[config.mk]
export PLATFORM = sky130hd
export DESIGN_NAME = sha256_round_sched
export DESIGN_NICKNAME = d
export VERILOG_FILES = /design/src/rtl/sha256_round_sched.sv
export SDC_FILE = /design/constraint.sdc
export NUM_CORES = 2
export LEC_CHECK = 0
export CAP_MARGIN = 5
export CELL_PAD_IN_SITES_DETAIL_PLACEMENT = 2
export CELL_PAD_IN_SITES_GLOBAL_PLACEMENT = 2
export CORE_ASPECT_RATIO = 1.25
export CORE_UTILIZATION = 36
export DETAILED_ROUTE_END_ITERATION = 8
export GPL_TIMING_DRIVEN = 0
export HOLD_SLACK_MARGIN = 0.08
export PLACE_DENSITY = 0.95
export SYNTH_ARGS = -nofsm -noshare
export SYNTH_HDL_FRONTEND = slang
export SYNTH_SLANG_ARGS = --single-unit
[constraint.sdc]
create_clock -name clk -period 11.5 [get_ports clk]
set_clock_uncertainty 0.2 [all_clocks]
set_input_delay 2.3 -clock clk [delete_from_list [all_inputs] [get_ports clk]]
set_output_delay 2.3 -clock clk [all_outputs]
set_load 0.01 [all_outputs]
[src/rtl/sha256_round_sched.sv]
// SHA-256 block sequencer: loads 16-word blocks, expands W_t in a sliding window,
// drives one external compression unit for 64 rounds and folds results into H.
module sha256_round_sched #(
  parameter int unsigned DELAY_W = 32,
  parameter int unsigned DATA_W  = 32
) (
  input  logic               clk,
  input  logic               rst_n,
  input  logic               blk_valid,
  output logic               blk_ready,
  input  logic [DATA_W-1:0]  blk_data,
  input  logic               blk_last,
  output logic               dig_valid,
  input  logic               dig_ready,
  output logic [255:0]       dig_data,
  output logic               busy,
  output logic               unit_run,
  output logic [DELAY_W-1:0] unit_delay,
  output logic [255:0]       unit_state_in,
  output logic [31:0]        unit_w,
  output logic [31:0]        unit_k,
  input  logic [255:0]       unit_state_out
);

  localparam logic [2:0] IDLE  = 3'd0;
  localparam logic [2:0] LOAD  = 3'd1;
  localparam logic [2:0] START = 3'd2;
  localparam logic [2:0] ROUND = 3'd3;
  localparam logic [2:0] FINAL = 3'd4;
  localparam logic [2:0] OUT   = 3'd5;

  localparam logic [31:0] IV [8] = '{
    32'h6a09e667, 32'hbb67ae85, 32'h3c6ef372, 32'ha54ff53a,
    32'h510e527f, 32'h9b05688c, 32'h1f83d9ab, 32'h5be0cd19};

  localparam logic [31:0] K [64] = '{
    32'h428a2f98, 32'h71374491, 32'hb5c0fbcf, 32'he9b5dba5, 32'h3956c25b, 32'h59f111f1, 32'h923f82a4, 32'hab1c5ed5,
    32'hd807aa98, 32'h12835b01, 32'h243185be, 32'h550c7dc3, 32'h72be5d74, 32'h80deb1fe, 32'h9bdc06a7, 32'hc19bf174,
    32'he49b69c1, 32'hefbe4786, 32'h0fc19dc6, 32'h240ca1cc, 32'h2de92c6f, 32'h4a7484aa, 32'h5cb0a9dc, 32'h76f988da,
    32'h983e5152, 32'ha831c66d, 32'hb00327c8, 32'hbf597fc7, 32'hc6e00bf3, 32'hd5a79147, 32'h06ca6351, 32'h14292967,
    32'h27b70a85, 32'h2e1b2138, 32'h4d2c6dfc, 32'h53380d13, 32'h650a7354, 32'h766a0abb, 32'h81c2c92e, 32'h92722c85,
    32'ha2bfe8a1, 32'ha81a664b, 32'hc24b8b70, 32'hc76c51a3, 32'hd192e819, 32'hd6990624, 32'hf40e3585, 32'h106aa070,
    32'h19a4c116, 32'h1e376c08, 32'h2748774c, 32'h34b0bcb5, 32'h391c0cb3, 32'h4ed8aa4a, 32'h5b9cca4f, 32'h682e6ff3,
    32'h748f82ee, 32'h78a5636f, 32'h84c87814, 32'h8cc70208, 32'h90befffa, 32'ha4506ceb, 32'hbef9a3f7, 32'hc67178f2};

  function automatic logic [31:0] rotr(input logic [31:0] x, input int unsigned n);
    return (x >> n) | (x << (32 - n));
  endfunction

  function automatic logic [31:0] ssig0(input logic [31:0] x);
    return rotr(x, 7) ^ rotr(x, 18) ^ (x >> 3);
  endfunction

  function automatic logic [31:0] ssig1(input logic [31:0] x);
    return rotr(x, 17) ^ rotr(x, 19) ^ (x >> 10);
  endfunction

  logic [2:0]  state_q, state_d;
  logic [3:0]  cnt_q, cnt_d;
  logic [5:0]  rnd_q, rnd_d;
  logic [31:0] win_q [16];
  logic [31:0] win_d [16];
  logic [31:0] h_q [8];
  logic [31:0] h_d [8];
  logic        first_q, first_d;
  logic        last_q, last_d;
  logic        ready_q, ready_d;
  logic        accept;
  logic [31:0] w_new;
  logic [255:0] h_flat;

  assign accept = blk_valid & ready_q;
  assign w_new  = ssig1(win_q[14]) + win_q[9] + ssig0(win_q[1]) + win_q[0];

  always_comb begin
    state_d = state_q;
    cnt_d   = cnt_q;
    rnd_d   = rnd_q;
    win_d   = win_q;
    h_d     = h_q;
    first_d = first_q;
    last_d  = last_q;
    case (state_q)
      IDLE: if (accept) begin
        for (int unsigned i = 0; i < 15; i++) win_d[i] = win_q[i+1];
        win_d[15] = blk_data;
        cnt_d     = 4'd1;
        if (first_q) begin
          h_d     = IV;
          first_d = 1'b0;
        end
        state_d = LOAD;
      end
      LOAD: if (accept) begin
        for (int unsigned i = 0; i < 15; i++) win_d[i] = win_q[i+1];
        win_d[15] = blk_data;
        cnt_d     = cnt_q + 4'd1;
        if (cnt_q == 4'd15) begin
          last_d  = blk_last;
          state_d = START;
        end
      end
      START: begin
        rnd_d   = '0;
        state_d = ROUND;
      end
      ROUND: begin
        for (int unsigned i = 0; i < 15; i++) win_d[i] = win_q[i+1];
        win_d[15] = w_new;
        rnd_d     = rnd_q + 6'd1;
        if (rnd_q == 6'd63) state_d = FINAL;
      end
      FINAL: begin
        for (int unsigned i = 0; i < 8; i++) h_d[i] = h_q[i] + unit_state_out[255-32*i -: 32];
        state_d = last_q ? OUT : LOAD;
      end
      OUT: if (dig_ready) begin
        first_d = 1'b1;
        state_d = IDLE;
      end
      default: state_d = IDLE;
    endcase
    // ready is registered from the next state so it reads 0 while in reset
    ready_d = (state_d == IDLE) || (state_d == LOAD);
  end

  always_ff @(posedge clk or negedge rst_n) begin
    if (!rst_n) begin
      state_q <= IDLE;
      cnt_q   <= '0;
      rnd_q   <= '0;
      win_q   <= '{default: '0};
      h_q     <= IV;
      first_q <= 1'b1;
      last_q  <= 1'b0;
      ready_q <= 1'b0;
    end else begin
      state_q <= state_d;
      cnt_q   <= cnt_d;
      rnd_q   <= rnd_d;
      win_q   <= win_d;
      h_q     <= h_d;
      first_q <= first_d;
      last_q  <= last_d;
      ready_q <= ready_d;
    end
  end

  always_comb begin
    h_flat = '0;
    for (int unsigned i = 0; i < 8; i++) h_flat[255-32*i -: 32] = h_q[i];
  end

  assign blk_ready     = ready_q;
  assign dig_valid     = (state_q == OUT);
  assign dig_data      = (state_q == OUT) ? h_flat : '0;
  assign busy          = (state_q != IDLE) && (state_q != LOAD);
  assign unit_run      = (state_q == START);
  assign unit_delay    = '0;
  assign unit_state_in = h_flat;
  assign unit_w        = (state_q == ROUND) ? win_q[0] : '0;
  assign unit_k        = (state_q == ROUND) ? K[rnd_q] : '0;

endmodule

# ---- After elaboration in Yosys (flattened, before gate mapping)
# Memory sizes are Yosys's and may differ from the RTL's.
# Index checks and enable logic that the tools add are counted.
dict set report totals {
  reg_bits 784
  latchBits 0
  ramBits 0
  mem_bits_ro 2048
  inputBits 293
  output_inout_bits 612
  wordCells 109
  mem_count 1
}
# memory depth width rd rd_clocked_by_memory_dff write_ports line
set memory_table {}
lappend memory_table {{(no name shown)} 64 32 1 0 0 162} ;# assign unit_k = (state_q == ROUND) ? K[rnd_q] : '0;
dict set report classes {
  addsub 13
  mul 0
  n_div 0
  order_cmp 1
  n_eq_ne 14
  n_shift 0
  mux 24
  bitwise 10
  n_reduce_logical 16
}
# operator count
set ops {}
lappend ops {{$pmux 512 s2} 1}
lappend ops {{$mux 256} 3}
lappend ops {{$mux 512} 1}
lappend ops {{$pmux 256 s2} 1}
lappend ops {{$add 32x32->32} 11}
lappend ops {{$mux 32} 4}
lappend ops {{$xor 32x32->32} 2}
lappend ops {{$or 13x32->32} 1}
lappend ops {{$or 14x32->32} 1}
lappend ops {{$or 15x32->32} 1}
lappend ops {{$or 25x32->32} 1}
lappend ops {{$xor 32x22->32} 1}
lappend ops {{$xor 32x29->32} 1}
lappend ops {{$mux 3} 6}
lappend ops {{$pmux 3 s6} 1}
lappend ops {{$pmux 6 s2} 1}
lappend ops {{$reduce_and 3->1} 4}
lappend ops {{$reduce_bool 2->1} 5}
lappend ops {{$mux 4} 2}
lappend ops {{$pmux 4 s2} 1}
lappend ops {{$ge 7x7->1 const B} 1}
lappend ops {{$not 6->7} 1}
lappend ops {{$add 6x1->6 const B} 1}
lappend ops {{$eq 3x1->1 const B} 2}
lappend ops {{other kinds (17)} 24}

# ---- Logic depth before layout (Yosys ltp)
dict set report depth {
  depth_word 7
  ltp_mapped 19
  depth_no_buf 19
}

# ---- Worst setup path before layout
# No wires, ideal clock.
dict set report synth_timing {
  path_kind {register to output}
  start {reg rnd_q[2]}
  end {out unit_k[17]}
  arrival_time_ns 2.908
  t_required_ns 9.000
  setup_slack_ns 6.092
  stages_incl_launch_ff 11
  n_path_buf 3
  path_cell_list {dfrtp_1 -> clkbuf_1 -> inv_1 -> clkbuf_1 -> clkbuf_1 -> ha_1 -> nor2_1 -> o21bai_1 -> a21oi_1 -> nor2_1 -> a2111oi_0}
}
dict set report synth_between {
  elab_chain_len 5
}
# item line
set synth_rtl {}
lappend synth_rtl {{start, declared} 60} ;# logic [5:0] rnd_q, rnd_d;
lappend synth_rtl {{start signal, assigned} 140} ;# rnd_q <= rnd_d;
lappend synth_rtl {{$not 6->7 (implied by the code)} 162}
lappend synth_rtl {{$mem_v2 64x32} n/a}
lappend synth_rtl {{$mux 32 (implied by the code) (2 in series)} 162}
lappend synth_rtl {{$mux 32} 162}
lappend synth_rtl {{end, declared} 21} ;# output logic [31:0] unit_k,
# No other way between the ends. The select of a mux whose other input is x is not followed.

# ---- Worst setup path after layout
# Same ends and word-level chain as after synthesis.

==> impl_results.md <==
- Post-synth EDFFs: 0
- Die height: between 400 and 500 um
- Clk_lat worst skew: 0.75 ns
- Total of max-cap violations: 0
- Flip-flop and latch count after synthesis: around 780
- Vias per inst: 6.28
- Slew Viols, Final: 0
- Final nets: 6894
- Buffers added on ports: 872
- Setup TNS: 0 ns
- Worst Path Required: 9.00 ns
- WP buf/inv: 5
- Max_slew headroom: between 7 and 8%
- Max VDD drop: 0.485 mV
- R2R cell count: 16
- Final setup viols: 0
- Final Instance Area: 64900 um2
- Root Buffer: clkbuf_16
- DP Worst Slack: 4.03 ns
- TritonRoute pass-1 iters: 8
- Die width: 336 um
- H-Tree Depth: 3
- Slowest CP cell: clkbuf_1
- Setup crit end kind: output pin
- Int Pwr: 11.6 mW
- Comb power frac: between 60 and 70%
- Largest net degree at the start of global routing: around 120
- Sw Pwr: 13.7 mW
- Final core occ: between 40% and 50%
- Worst EP arrival: 6.26 ns
- Worst-path fanout max: 17
- Share of cells above drive strength 1: 12.6%
- Total power: 25.3 mW
- Sequential area share after synthesis: 39.3%
- CP Class: reg -> out
- Antenna violations before repair: ~100
- Filler cells: ~15k
- Post-synth cell types: between 90 and 100
- Min-delay src: win_q[447]$_DFFE_PN0P_
- Worst-path clk slew: ~0.07 ns
- Sequential Power Share: 20.5%
- Routability cong.: 1.01
- Area Overhead vs Synth: 29.0%
- WL final: 319000 um
- Hold WC Path Type: reg -> reg
- RSZ-0062 raised after global routing: false
- Crit Reg-Reg Startpoint: win_q[53]$_DFFE_PN0P_
- Hold slack: 0.309 ns
- First DRT Iteration DRCs: 4336
- Worst setup margin: approximately 2.7 ns
- Post-DP Area: 61700 um2
- Slew @ Worst Pin: 1.39 ns
- Dominant synthesized flop cell: dfrtp_1
- Yosys warning total: 0
- CTS Buf Count: 89
- I/O pin count: 905
- Final hold vios: 0
- Hold Path Depth: 1
- Post-layout min period: approximately 8.8 ns
- Status: complete, no violations
- Cell mode on critical path: clkbuf_1
- Switch share: a little over half
- Worst Hold Path EP: win_q[479]$_DFFE_PN0P_
- Final period util: around three quarters
- Leakage: 28.5 nW
- Starting Density: 36.2%
- Placed cell count: 7998
- Num rows: 153
- CP peak stage delay: 0.99 ns
- CTS Buffer Depth: 3
- RR Endpoint: win_q[28]$_DFFE_PN0P_
- Number of global-route vias before repair: around 57k
- Antenna Violating Nets Remaining: 0
- Power share of the clock group: 12.4%
- Synth Cell Area: 50300 um2
- Routed wire per std cell: just under 40 um
- Commonest cells after routing, fill and taps aside: 871 x clkdlybuf4s50_1, 647 x dfrtp_1, 437 x nand2_1
- Commonest non-fill, non-tap cell in the layout: clkdlybuf4s50_1
- First-pass GRT wire length: 438000 um
- Synth async-reset ratio: 100%
- Reg2Reg Setup Slack: 5.25 ns
- Mapped Cells: 5227
- Total global-route track usage: between 40% and 50%
- Crit-path cells: clkbuf_1 > inv_1 > clkbuf_1 > clkbuf_1 > ha_1 > nor2_1 > o21bai_1 > a21oi_1 > nor2_1 > a2111oi_0 > clkdlybuf4s50_1
- Worst setup SP type: flip-flop
- Die Area: 141000 um2
- Via count: ~52k
- CTS tree: built
- # hold bufs at CTS: 0
- PwrDens: 389 nW/um2
- Grt ovf: 0
- Post_cts resized: 0
- F_max: 114 MHz
- Remaining DRCs: 0
- Postcts setup bufs: 0
- Core ar.: 139000 um2
- Final Non-Filler Cells: 8238
- Post-DP HPWL: 237000 um
- Cell family with most CP delay: buffers and inverters
- Clk sink count: between 700 and 800
- Syn_area_per_cell: 9.63 um2
==> worst register-to-register path, cell delays in order, from the launching register on <==
cell      delay, ns
dfrtp_1        0.48
xor2_1         0.23
xnor2_1        0.41
fa_1           0.58
fa_1           0.60
inv_1          0.08
ha_1           0.32
a211oi_1       0.40
nor2_1         0.18
o31a_1         0.35
o21a_1         0.26
a21o_1         0.25
a31o_2         0.30
a31oi_1        0.43
o21ai_0        0.24
xnor2_1        0.54
a21oi_1        0.23
==> cell type report <==
| cell class | instances | area [um2] | share of cell area, % |
|---|---|---|---|
| multi-input cells | 3958 | 28600 | 44.1 |
| flip-flops and latches | 784 | 19800 | 30.5 |
| repair buffers | 881 | 8960 | 13.8 |
| clock buffers | 129 | 2500 | 3.85 |
| well taps | 1860 | 2330 | 3.59 |
| plain buffers | 331 | 1370 | 2.11 |
| inverters | 185 | 694 | 1.07 |
| clock inverters | 32 | 477 | 0.735 |
| diodes | 78 | 195 | 0.301 |
==> layer usage <==
| layer | global-route usage (%) | wire (um) |
|---|---|---|
| met1 | 46.1 | 109000 |
| met2 | 70.8 | 148000 |
| met3 | 12.2 | 27100 |
| met4 | 41.5 | 34800 |
| met5 | 0 | 176 |
==> how the worst max path moves through the flow <==
stage | slack (ns) | endpoint | start | depth (start not counted)
6_report | 2.74 | unit_k[17] | rnd_q[2]$_DFFE_PN0P_ | 11
5_1_grt | 2.86 | unit_k[17] | rnd_q[2]$_DFFE_PN0P_ | 11
4_1_cts | 3.10 | unit_k[17] | rnd_q[2]$_DFFE_PN0P_ | 11
3_5_place_dp | 4.03 | unit_k[27] | rnd_q[1]$_DFFE_PN0P_ | 10
3_3_place_gp | -28.00 | last_q$_DFFE_PN0P_ | rst_n | 1
2_1_floorplan | 6.09 | unit_k[17] | rnd_q[2]$_DFFE_PN0P_ | 10
==> sequential cells by signal (all words and copies together), names as in the netlist <==
name           flops
cnt_q              4
unit_state_in    256
last_q             1
state_q            3
rnd_q              6
win_q            512
first_q            1
blk_ready          1
==> synthesized netlist by cell type, types with 53 or more instances <==
| cell | n | area share (%) |
|---|---|---|
| mux2_2 | 423 | 9.5 |
| o21ai_0 | 344 | 3.4 |
| clkbuf_1 | 266 | 2.0 |
| nor2_1 | 365 | 2.7 |
| dfstp_2 | 137 | 7.2 |
| xnor2_1 | 182 | 3.2 |
| a211oi_1 | 65 | 0.97 |
| a21o_1 | 119 | 1.8 |
| nand2_1 | 437 | 3.3 |
| a31oi_1 | 60 | 0.75 |
| inv_1 | 181 | 1.3 |
| nor3_1 | 77 | 0.77 |
| fa_1 | 70 | 2.8 |
| dfrtp_1 | 647 | 32 |
| and3_1 | 286 | 3.6 |
| a21oi_1 | 427 | 4.2 |
| xor2_1 | 176 | 3.1 |
| ha_1 | 301 | 7.5 |
| nand3_1 | 53 | 0.53 |
==> logic make-up (layout without fill, tap and decap cells) <==
logic type	after synthesis	after routing	share of synthesized area [%]
AOI/OAI and AO/OA	1356	1356	16.9
xor gates and xnor gates	358	358	6.23
adders and majority gates	371	371	10.3
buffers and inverters	516	1558	4.09
DFF	784	784	39.3
muxes	439	439	9.96
other	1	110	0.00745
and+or+nand+nor	1402	1402	13.2
==> power groups by stage <==
| stage | logic [mW] | registers (mW) | clock network [mW] |
|---|---|---|---|
| after detailed placement | 15.5 | 5.00 | 0 |
| after global routing | 17.3 | 5.14 | 3.20 |
| after floorplan | 9.57 | 4.37 | 0 |
| after global placement | 13.9 | 4.81 | 0 |
| after CTS | 16.2 | 5.07 | 3.12 |
| final | 17.0 | 5.17 | 3.13 |
No activity file was read; power rests on OpenSTA's default activity.
